`src/rtl/cpu_pkg.sv`:
```
// rtl/cpu_pkg.sv - shared CPU widths, opcode constants and fetch state type
package cpu_pkg;

  localparam int PC_W    = 8;
  localparam int INSTR_W = 32;
  localparam logic [INSTR_W-1:0] NOP_INSTR = 32'h0;

  localparam logic [3:0] OP_LDPC = 4'hF;
  localparam logic [3:0] OP_ADD  = 4'h4;
  localparam logic [3:0] OP_INC  = 4'h5;
  localparam logic [3:0] OP_NEG  = 4'h6;
  localparam logic [3:0] OP_SUB  = 4'h7;
  localparam logic [3:0] OP_ST   = 4'h3;
  localparam logic [3:0] OP_LD   = 4'hE;
  localparam logic [3:0] OP_J    = 4'h8;
  localparam logic [3:0] OP_BRZ  = 4'h9;
  localparam logic [3:0] OP_JM   = 4'hA;
  localparam logic [3:0] OP_BRN  = 4'hB;
  localparam logic [3:0] OP_NOP  = 4'h0;

  typedef enum logic {
    RUN  = 1'b0,
    HALT = 1'b1
  } fetch_state_e;

endpackage

```
`src/rtl/pc_next.sv`:
```
// rtl/pc_next.sv - combinational next-PC select: redirect, advance or hold
module pc_next
  import cpu_pkg::*;
(
  input  logic [PC_W-1:0] pc,
  input  logic            br_taken,
  input  logic [PC_W-1:0] br_target,
  input  logic            advance,
  output logic [PC_W-1:0] pc_nxt
);

  always_comb begin
    pc_nxt = pc;
    if (br_taken) begin
      pc_nxt = br_target;
    end else if (advance) begin
      pc_nxt = pc + PC_W'(1);
    end
  end

endmodule

```
`src/rtl/fetch_stage.sv`:
```
// rtl/fetch_stage.sv - instruction fetch: PC, IF/ID register, redirect flush and halt
module fetch_stage
  import cpu_pkg::*;
#(
  parameter logic [7:0] RESET_PC = 8'h00,
  parameter logic [7:0] LAST_PC  = 8'hFF
) (
  input  logic               clk,
  input  logic               rst,
  output logic [PC_W-1:0]    imem_addr,
  input  logic [INSTR_W-1:0] imem_data,
  input  logic               stall,
  input  logic               br_taken,
  input  logic [PC_W-1:0]    br_target,
  output logic [INSTR_W-1:0] ifid_instr,
  output logic [PC_W-1:0]    ifid_pc,
  output logic               ifid_valid,
  output logic               halted
);

  fetch_state_e       state_q, state_d;
  logic [PC_W-1:0]    pc_q, pc_d;
  logic [INSTR_W-1:0] ifid_instr_q, ifid_instr_d;
  logic [PC_W-1:0]    ifid_pc_q, ifid_pc_d;
  logic               ifid_valid_q, ifid_valid_d;
  logic               advance;

  pc_next u_pc_next (
    .pc        (pc_q),
    .br_taken  (br_taken),
    .br_target (br_target),
    .advance   (advance),
    .pc_nxt    (pc_d)
  );

  // Redirect beats stall; the word on imem_data belongs to the wrong path and is dropped.
  always_comb begin
    state_d      = state_q;
    ifid_instr_d = ifid_instr_q;
    ifid_pc_d    = ifid_pc_q;
    ifid_valid_d = ifid_valid_q;
    advance      = 1'b0;
    if (br_taken) begin
      ifid_instr_d = NOP_INSTR;
      ifid_pc_d    = pc_q;
      ifid_valid_d = 1'b0;
      state_d      = RUN;
    end else if (!stall) begin
      if (state_q == RUN) begin
        ifid_instr_d = imem_data;
        ifid_pc_d    = pc_q;
        ifid_valid_d = 1'b1;
        if (pc_q == LAST_PC) begin
          state_d = HALT;
        end else begin
          advance = 1'b1;
        end
      end else begin
        ifid_instr_d = NOP_INSTR;
        ifid_pc_d    = pc_q;
        ifid_valid_d = 1'b0;
      end
    end
  end

  always_ff @(posedge clk) begin
    if (rst) begin
      state_q      <= RUN;
      pc_q         <= RESET_PC;
      ifid_instr_q <= NOP_INSTR;
      ifid_pc_q    <= '0;
      ifid_valid_q <= 1'b0;
    end else begin
      state_q      <= state_d;
      pc_q         <= pc_d;
      ifid_instr_q <= ifid_instr_d;
      ifid_pc_q    <= ifid_pc_d;
      ifid_valid_q <= ifid_valid_d;
    end
  end

  assign imem_addr  = pc_q;
  assign ifid_instr = ifid_instr_q;
  assign ifid_pc    = ifid_pc_q;
  assign ifid_valid = ifid_valid_q;
  assign halted     = (state_q == HALT);

endmodule

```
`config.mk`:
```
export PLATFORM = sky130hd
export DESIGN_NAME = fetch_stage
export DESIGN_NICKNAME = d
export VERILOG_FILES = /design/src/rtl/cpu_pkg.sv /design/src/rtl/pc_next.sv /design/src/rtl/fetch_stage.sv
export SDC_FILE = /design/constraint.sdc
export NUM_CORES = 1
export LEC_CHECK = 0
export CAP_MARGIN = 20
export CORE_MARGIN = 3
export CORE_UTILIZATION = 43
export DETAILED_ROUTE_END_ITERATION = 12
export GPL_TIMING_DRIVEN = 0
export PLACE_DENSITY = 0.85
export SETUP_SLACK_MARGIN = 0.05
export SYNTH_ARGS = -nofsm -noshare
export SYNTH_HDL_FRONTEND = slang
export SYNTH_SLANG_ARGS = --single-unit
export TNS_END_PERCENT = 5
```
`constraint.sdc`:
```
create_clock -name clk -period 2.5 [get_ports clk]
set_clock_uncertainty 0.2 [all_clocks]
set_input_delay 0.375 -clock clk [delete_from_list [all_inputs] [get_ports clk]]
set_output_delay 0.375 -clock clk [all_outputs]
set_load 0.005 [all_outputs]
```
; ---- Yosys cells after proc, flatten, opt, wreduce, memory -nomap -nowiden
; Cells that the tools add are included.
[classes]
n_addsub = 1
n_reduce_logical = 2
n_div = 0
bitwise_logic = 0
eq_ne = 2
muxes = 12
shift = 0
mul = 0
order_cmp = 0
[op_table]
columns = operator, count
row1 = $mux 32, 1
row2 = $mux 8, 4
row3 = $add 8x1->8 const B, 1
row4 = $eq 8x8->1 const B, 1
row5 = $mux 1, 7
row6 = $ne 2x1->1 const B, 1
row7 = $reduce_bool 2->1, 1
row8 = $reduce_or 2->1, 1
[totals]
word_cells = 22
mem_bits_rw = 0
memories = 0
inputBits = 44
latch_bits = 0
mem_bits_ro = 0
register_bits = 50

; ---- Depth between registers and ports, before layout
; Gate-level depths: netlist of run 1.
[depth]
ltp_word = 7
ltp_mapped = 6
mapped_depth_nobuf = 5

; ---- By module
; From an unflattened synthesis of run 1, not the netlist that was laid out.
[unflattened]
hier_cells = 203
hier_area_um2 = 1950.6
[modules_own_cells]
columns = mod, instances, area_per_inst_um2, seq_area_each_um2, cells_each
row1 = fetch_stage, 1, 1707.9, 1001.0, 162
row2 = pc_next, 1, 242.7, 0.0, 41

; ---- Worst setup path after synthesis of run 1
; No wires, ideal clock.
[synth_path]
path_kind = input -> register
start = input port stall
end = register pc_q[6], in the netlist imem_addr[6]
slack_ps = 671
arrival_ps = 1544
cell_stages = 6
setup_time_ps = 86
path_cell_list = buf_6 > or2_0 > buf_6 > or3_1 > mux2i_1 > a211oi_1
[synth_between]
elab_chain_cells = 3
[synth_rtl]
columns = element, line
row1 = "start, declared", fetch_stage.sv:12  ; input logic stall,
row2 = $mux 1, fetch_stage.sv:48  ; end else if (!stall) begin
row3 = $mux 1, fetch_stage.sv:43  ; if (br_taken) begin
row4 = $reduce_bool 2->1 (no source line), -
row5 = "end signal, assigned", fetch_stage.sv:75  ; pc_q <= pc_d;
row6 = "end, declared", fetch_stage.sv:22  ; logic [PC_W-1:0] pc_q, pc_d;
; No other way between the ends.
; A chain may end at the register's enable or synchronous reset.

; ---- Worst setup path after layout of run 1
[layout_path]
start = register pc_q[2], in the netlist imem_addr[2]
end = output port imem_addr[2]
[layout_lines]
columns = element, line
row1 = "end, declared", fetch_stage.sv:10  ; output logic [PC_W-1:0] imem_addr,
; No word-level cell between the ends.

==> run_results.csv, run 1 <==
group,metric,value,unit
status,status,"finished, final reports clean",
cells_and_area,insertedDiodeCount,0,
drt,dr_total_vias,1805,
yosys,syn_area,1910,um2
pwr,ir_drop,0.433,mV
worst_setup_path,cp.required,1.92,ns
pwr,p_per_area,555,nW/um2
min_path,holdCritPathClass,"in -> reg",
timing,slew_headroom,0.609,
grt,grt_max_degree,15,
timing,hold_viol,0,
grt,overflow,0,
worst_setup_path,cp_cell_sequence,"clkdlybuf4s50_1",
grt,antenna_found_initial,0,
floorplanning,rows,23,
timing,fmax,524,MHz
worst_setup_path,reg2reg_slack,0.67,ns
worst_setup_path,slowest_delay,0.56,ns
grt,grt_pass1_wl,7800,um
clock_network,numCtsBuffers,5,
worst_setup_path,cp-end-kind,"primary output",
worst_setup_path,crit_path_start_kind,"flip-flop",
drt,avgViaCountPerCell,5.17,
floorplanning,die_h,72.6,um
floorplanning,die-area,5270,um2
cells_and_area,stdcell_area,2980,um2
yosys,synth_cell_types,32,
drt,firstDrtPassIters,4,
clock_network,cts.sinks,50,
worst_setup_path,critPathTopFamily,"buffers and inverters",
flow_run,cap_violations,0,
worst_setup_path,crit_buf_inv,1,
cells_and_area,syn2layout_area_growth,56.1,%
worst_setup_path,crit_path_top_delay_cell,"clkdlybuf4s50_1",
timing,slew_violations,0,
clock_network,ctsRootBufferMaster,"clkbuf_8",
timing,period_share,0.764,
drt,drc,0,
cells_and_area,final_common_cell,"clkdlybuf4s50_1",
clock_network,post_cts_buffers,0,
grt,grt_pass1_vias,1727,
floorplanning,start_util,0.460,
clock_network,cts_buffer_depth,2,
placed_design,place_area,2870,um2
timing,setup_viol,0,
yosys,syn_area_per_cell,9.49,um2
yosys,synth_warnings,0,
pwr,power.leakage,1.12,nW
timing,min_period,1.91,ns
clock_network,cts_resized,0,
cells_and_area,nets,343,
cells_and_area,layout_common_cells,"90 x clkdlybuf4s50_1, 50 x dfxtp_1, 46 x nor2_1, 32 x a22oi_1, 15 x clkbuf_1",
timing,rsz0062_at_grt,"false",
placed_design,io_buffers,90,
placed_design,hpwl,3690,um
floorplanning,core,4140,um2
worst_setup_path,crit_arrival,1.33,ns
cells_and_area,drive_gt1_frac,0.0468,
yosys,synth_seq_cells,50,
drt,drtAntennaViolNets,0,
timing,fin_setup_tns,0,ns
yosys,synth_cells,201,
floorplanning,io_pins,94,
clock_network,htreeDepth,2,
grt,grt_util_all_layers,0.187,
clock_network,clk_latency,0.30,ns
yosys,syn_nets,246,
clock_network,cts_tree,"done",
timing,tightest_slew,0.586,ns
worst_setup_path,critPathKind,"reg -> out",
yosys,synth-seq-area-share,0.525,
drt,drt-total-wl,4940,um
clock_network,hold_buffers,0,
drt,drt-initial-drc-count,104,
drt,wire_per_inst,14.1,um
clock_network,clk_pin_slew_worst_paths,0.09,ns
placed_design,gp_congestion,0.824,
worst_setup_path,worstPathMaxFanout,9,
floorplanning,die_w,72.6,um
[stage by stage]
step	worst slack [ns]	cells	power (mW)	hold WS [ns]	utilization
final	0.590	349	1.65	0.168	0.719
after global routing	0.523	349	1.71	0.189	0.719
after CTS	0.591	349	1.66	0.172	0.719
after detailed placement	0.518	341	1.13	0.265	0.693
after global placement	0.567	341	1.12	0.255	0.693
after floorplan	0.671	201	0.973	0.262	-
[cells in the mapped netlist (all sizes together)]
| cell type | count | area (um2) |
|---|---|---|
| a2111oi | 1 | 15.0 |
| a211oi | 6 | 50.1 |
| a21oi | 5 | 25.0 |
| a22oi | 32 | 240 |
| a311oi | 1 | 8.76 |
| a31o | 1 | 8.76 |
| a31oi | 1 | 6.26 |
| a41oi | 1 | 8.76 |
| and3 | 2 | 12.5 |
| and4 | 2 | 17.5 |
| buf | 3 | 26.3 |
| clkbuf | 13 | 48.8 |
| dfxtp | 50 | 1000 |
| ha | 1 | 12.5 |
| inv | 4 | 15.0 |
| mux2i | 10 | 100 |
| nand2 | 6 | 22.5 |
| nand2b | 1 | 6.26 |
| nand3 | 3 | 15.0 |
| nor2 | 47 | 179 |
| nor3 | 1 | 16.3 |
| nor3b | 1 | 7.51 |
| o21ai | 1 | 5.00 |
| o21bai | 1 | 7.51 |
| o31ai | 1 | 7.51 |
| or2 | 2 | 12.5 |
| or3 | 1 | 6.26 |
| xnor2 | 3 | 26.3 |
[worst paths after layout]
path              cells after the start        endpoint          from
setup reg to reg                      5    imem_addr[1]  imem_addr[0]
setup / recovery                      1    imem_addr[2]  imem_addr[2]
hold / removal                        3  ifid_instr[18]         stall
hold reg to reg                       2      ifid_valid    ifid_valid
[power breakdown]
group,switching [mW],internal [mW],total [mW]
sequential,0.0279,0.829,0.857
combinational,0.0948,0.155,0.250
clock,0.246,0.299,0.545
total,0.368,1.28,1.65
[layout make-up]
| cell class | instances | area (um2) |
|---|---|---|
| flip-flops and latches | 50 | 1000 |
| clock inverters | 1 | 30.0 |
| repair buffers | 90 | 901 |
| clock buffers | 7 | 76.3 |
| well taps | 50 | 62.6 |
| plain buffers | 16 | 75.1 |
| multi-input cells | 131 | 817 |
| fillers | 351 | 1170 |
| inverters | 4 | 15.0 |
[cell families (layout without fill, tap and decap cells)]
| kind of cell | Yosys count | in the layout | share of synthesized area |
|---|---|---|---|
| buf+inv | 20 | 118 | 0.0472 |
| compound gates | 51 | 51 | 0.201 |
| fa+ha+maj | 1 | 1 | 0.00656 |
| simple gates | 66 | 66 | 0.155 |
| flops | 50 | 50 | 0.525 |
| xor+xnor | 3 | 3 | 0.0138 |
| mux | 10 | 10 | 0.0525 |
[sequential cells by signal, indices dropped and copies added (netlist names)]
name / cells
halted: 1
ifid_instr: 32
ifid_pc: 8
ifid_valid: 1
imem_addr: 8
[worst reg2reg max path: stages (launching register included)]
cell      delay (ns)
dfxtp_1         0.36
ha_1            0.28
and3_1          0.26
a21oi_1         0.27
mux2i_1         0.12
a211oi_1        0.25
[layer usage]
layer  share of wire  global-route usage  up-vias
li1                -                   -      902
met1            0.40               0.213      834
met2            0.51               0.326       59
met3           0.079              0.0606       10
met4           0.016              0.0635        0
met5               0                   0        -
Note: power is estimated with default switching activity, not from simulation.
==> inputs of run 2 (changes only) <==
Settings changed: CORE_UTILIZATION 43 to 36, PLACE_DENSITY 0.85 to 0.76.
Clock period 2.5 ns to 1.5 ns, I/O delays scaled along.
==> run 2 against run 1 <==
Non-clock buffer count rose by 5. Die area is 18% higher. Cell count is 6.0% higher. Clock power increased by 37%. The flow now finishes with violations (setup timing). Hold slack worse by 0.15 ns. Design area rose by 4.8%. Critical path type is now reg -> reg. Critical path depth is 4 higher. Sequential share of layout area grew 0.17 points. First-iteration DRC count stayed put.
==> run_results.csv, run 2 (same netlist as run 1, synthesis figures left out) <==
group,metric,value,unit
status,status,"complete, but fails checks",
status,violations,"setup timing",
worst_setup_path,cp.required,1.51,ns
grt,grt_pass1_wl,8360,um
timing,tightest_slew,0.595,ns
timing,holdWs,0.0186,ns
drt,drt-initial-drc-count,104,
cells_and_area,final_cells,370,
cells_and_area,drive_gt1_frac,0.224,
placed_design,hpwl,3850,um
drt,dr_total_vias,1845,
placed_design,io_buffers,90,
worst_setup_path,crit_path_start_kind,"flip-flop",
timing,slew_headroom,0.603,
cells_and_area,final_common_cell,"dlygate4sd2_1",
grt,overflow,0,
flow_run,cap_violations,0,
floorplanning,core,4910,um2
clock_network,clk_pin_slew_worst_paths,0.09,ns
clock_network,htreeDepth,2,
floorplanning,die-area,6210,um2
cells_and_area,final_util,0.636,
floorplanning,rows,25,
pwr,p_clk_frac,0.287,
cells_and_area,largest_reg_flops,32,
drt,avgViaCountPerCell,4.99,
drt,drt-total-wl,5340,um
timing,rsz0062_at_grt,"true",
cells_and_area,syn2layout_area_growth,63.6,%
drt,firstDrtPassIters,4,
grt,grt_max_degree,15,
worst_setup_path,cp-end-kind,"flip-flop",
pwr,p_per_area,831,nW/um2
timing,fmax,612,MHz
clock_network,cts.sinks,50,
grt,grt_util_all_layers,0.172,
drt,drc,0,
grt,grt_pass1_vias,1761,
pwr,internal_power,1.95,mW
placed_design,dp_cells,358,
floorplanning,start_util,0.389,
clock_network,numCtsBuffers,5,
drt,drtAntennaViolNets,0,
pwr,power_frac_comb,0.162,
cells_and_area,nets,348,
clock_network,ctsRootBufferMaster,"clkbuf_8",
floorplanning,io_pins,94,
floorplanning,die_h,78.8,um
grt,antenna_found_initial,0,
floorplanning,die_w,78.8,um
timing,hold_viol,0,
pwr,ir_drop,0.415,mV
pwr,pwr-share-seq,0.551,
clock_network,clk_latency,0.30,ns
clock_network,cts_buffer_depth,2,
timing,setup_slack,-0.134,ns
min_path,holdCritPathClass,"in -> reg",
timing,setup_viol,6,
timing,min_period,1.63,ns
pwr,netSwitchingFraction,0.248,
timing,period_share,1.09,
timing,fin_setup_tns,-0.552,ns
worst_setup_path,critPathKind,"reg -> reg",
placed_design,gp_congestion,0.737,
cells_and_area,insertedDiodeCount,0,
pwr,power.leakage,1.41,nW
worst_setup_path,worstPathMaxFanout,3,
worst_setup_path,crit_arrival,1.64,ns
timing,slew_violations,0,
pwr,switchingPower,0.643,mW
clock_network,hold_buffers,0,
cells_and_area,layout_common_cells,"47 x dlygate4sd2_1, 45 x nor2_1, 40 x clkdlybuf4s50_1, 32 x a22oi_1, 23 x dfxtp_1",
drt,wire_per_inst,14.4,um
clock_network,cts_tree,"done",
==> run 2: cell count changes in the layout (fill, tap and decap cells not counted), moves of 3 or more <==
| cell | change |
|---|---|
| buf_4 | +8 |
| dfxtp_4 | +8 |
| a211oi_2 | +3 |
| dfxtp_1 | -27 |
| dlygate4sd2_1 | +47 |
| clkbuf_2 | +5 |
| dfxtp_2 | +19 |
| dlymetal6s2s_1 | +3 |
| clkbuf_1 | -8 |
| a211oi_1 | -4 |
| clkdlybuf4s50_1 | -50 |
==> run 2: stage by stage <==
stage / power, mW / cell area, um2 / setup WS [ns]
3_3_place_gp: 1.88 / 2920 / -0.326
2_1_floorplan: 1.63 / 1940 / -0.0763
3_5_place_dp: 1.89 / 2920 / -0.328
4_1_cts: 2.61 / 3070 / -0.184
6_report: 2.59 / 3120 / -0.134
5_1_grt: 2.72 / 3120 / -0.212
==> run 2: power by group through the flow <==
stage	Combinational (mW)	Clock [mW]	Sequential, mW
after global routing	0.458	0.829	1.44
after detailed placement	0.424	0	1.46
after floorplan	0.168	0	1.46
after CTS	0.414	0.770	1.43
after global placement	0.418	0	1.46
final	0.421	0.744	1.43
==> run 2: layer usage <==
layer / wire length (um) / track usage / vias up
met5: 0 / 0 / -
met4: 80 / 0.0787 / 0
met3: 397 / 0.0454 / 6
met2: 2730 / 0.291 / 67
met1: 2130 / 0.202 / 859
li1: - / - / 913
==> run 2: timing repair <==
item                       in CTS  in global routing
resized for setup              91                 24
pin swaps                       7                  5
buffers inserted                5                  0
setup endpoints to repair      87                 41
==> run 2: cell type report <==
type                    instances  area, um2
well taps                      67       83.8
flip-flops and latches         50       1050
repair buffers                 95        887
fillers                       438       1790
plain buffers                  16       92.6
clock buffers                   6       72.6
multi-input cells             131        908
clock inverters                 1       7.51
inverters                       4       15.0
==> run 2: final timing paths <==
path | start | end | slack (ns) | cells after the start
min | rst | imem_addr[7] | 0.02 | 2
min reg2reg | ifid_valid | ifid_valid | 0.27 | 2
max | halted | imem_addr[6] | -0.13 | 5
max reg2reg | halted | imem_addr[6] | -0.13 | 5
==> run 2: worst max-delay path: stages, from the launching register on <==
cell and delay [ns]:
dfxtp_2 0.34, or2_1 0.21, buf_6 0.13, or3_4 0.33, mux2i_2 0.16, a211oi_2 0.18
==> inputs of run 3 (changes only) <==
Settings changed: CORE_UTILIZATION 36 to 25, PLACE_DENSITY 0.76 to unset.
==> run 3 against run 2 <==
Register-to-register slack better by 0.02 ns. Non-clock buffer count is 5 higher. Cell count is 10% higher. Via count is 1.0% higher. Worst setup slack better by 0.020 ns. Largest cell class unchanged. Critical path depth stayed put. Maximum frequency is 1.3% higher. The flow still finishes with violations (setup timing). Sequential power hardly changed. Total power is 2.2% higher.
==> run_results.csv, run 3 (same netlist as run 1, synthesis figures left out) <==
group,metric,value,unit
worst_setup_path,crit_path_start_kind,"flip-flop",
cells_and_area,fillerInstances,754,
placed_design,place_area,2960,um2
timing,holdWs,0.0226,ns
grt,antenna_found_initial,0,
worst_setup_path,critPathKind,"reg -> reg",
clock_network,clk_latency,0.29,ns
cells_and_area,nets,353,
drt,drt-initial-drc-count,63,
grt,grt_util_all_layers,0.125,
worst_setup_path,cp.required,1.51,ns
timing,slew_violations,0,
grt,grt_pass1_vias,1837,
cells_and_area,final_common_cell,"dlygate4sd2_1",
worst_setup_path,crit_arrival,1.62,ns
placed_design,gp_congestion,0.728,
clock_network,htreeDepth,2,
pwr,total_power,2.65,mW
worst_setup_path,cp-end-kind,"flip-flop",
cells_and_area,stdcell_area,3150,um2
timing,fmax,620,MHz
clock_network,cts.sinks,50,
placed_design,dp_cells,390,
timing,min_period,1.61,ns
grt,grt_max_degree,16,
floorplanning,rows,31,
pwr,p_per_area,840,nW/um2
status,status,"complete, but fails checks",
floorplanning,start_util,0.260,
cells_and_area,layout_common_cells,"49 x dlygate4sd2_1, 46 x nor2_1, 40 x clkdlybuf4s50_1, 32 x a22oi_1, 22 x dfxtp_2",
drt,firstDrtPassIters,4,
clock_network,cts_tree,"done",
timing,setup_viol,4,
cells_and_area,largest_reg_flops,32,
grt,grt_pass1_wl,8860,um
clock_network,clk_pin_slew_worst_paths,0.09,ns
status,violations,"setup timing",
cells_and_area,syn2layout_area_growth,65.3,%
timing,setup_slack,-0.114,ns
drt,drc,0,
cells_and_area,insertedDiodeCount,0,
pwr,power.leakage,1.41,nW
pwr,ir_drop,0.417,mV
timing,tightest_slew,0.588,ns
clock_network,numCtsBuffers,5,
flow_run,cap_violations,0,
cells_and_area,drive_gt1_frac,0.233,
timing,rsz0062_at_grt,"true",
clock_network,cts_buffer_depth,2,
placed_design,hpwl,3920,um
cells_and_area,final_util,0.430,
floorplanning,core,7330,um2
grt,overflow,0,
placed_design,io_buffers,90,
drt,avgViaCountPerCell,4.57,
floorplanning,die_w,93.4,um
floorplanning,io_pins,94,
floorplanning,die_h,93.4,um
timing,period_share,1.08,
drt,dr_total_vias,1864,
min_path,holdCritPathClass,"in -> reg",
timing,hold_viol,0,
cells_and_area,final_cells,408,
timing,slew_headroom,0.607,
drt,drt-total-wl,5470,um
floorplanning,die-area,8720,um2
drt,wire_per_inst,13.4,um
clock_network,ctsRootBufferMaster,"clkbuf_8",
drt,drtAntennaViolNets,0,
worst_setup_path,worstPathMaxFanout,6,
==> run 3: cell count changes in the layout (fill, tap and decap cells not counted), sizes merged <==
cell          delta
dlygate4sd2      +2
clkinv           +1
clkbuf           +4
buf              +2
dlymetal6s2s     -3
==> run 3: worst paths after layout <==
check,slack (ns),to,cells past startpoint,startpoint
hold reg to reg,0.29,ifid_pc[7],2,ifid_pc[7]
hold / removal,0.02,imem_addr[3],2,rst
setup reg to reg,-0.11,imem_addr[6],5,halted
setup / recovery,-0.11,imem_addr[6],5,halted
==> run 3: layout make-up <==
class	count	area, um2	area share
timing repair buffer	100	910	0.288
inverter	4	15.0	0.00476
sequential	50	1060	0.336
clock inverter	2	12.5	0.00397
clock buffer	6	82.6	0.0262
tap	99	124	0.0393
multi-input combinational	131	868	0.275
buffer	16	83.8	0.0266
==> run 3: through the flow <==
stage	TNS, ns	worst slack (ns)
floorplan	-0.593	-0.0763
global placement	-11.51	-0.359
detailed placement	-12.73	-0.386
CTS	-0.325	-0.120
global route	-0.845	-0.164
finish	-0.176	-0.114
==> run 3: where the power goes <==
| part | internal (mW) | switching (mW) | leakage [nW] |
|---|---|---|---|
| clock network | 0.372 | 0.437 | 0.0472 |
| registers | 1.38 | 0.0388 | 0.424 |
| logic | 0.245 | 0.176 | 0.939 |
==> run 3: worst max-delay path: stages, from the launching register on <==
cell	delay [ns]
dfxtp_2	0.34
or2_0	0.21
buf_6	0.15
or3_4	0.33
mux2i_1	0.13
a211oi_1	0.18
==> run 3: what timing repair did <==
item,4_1_cts,5_1_grt
endpoints found under the hold margin,0,0
endpoints found under the setup margin,87,38
pin swaps,8,3
resized for setup,96,4
buffers inserted,8,2
hold buffers,0,0
==> run 3: routing by layer <==
metal  GRT usage  wire length (um)
met5           0                 0
met4      0.0183                17
met3      0.0491               448
met2       0.211              2750
met1       0.153              2260
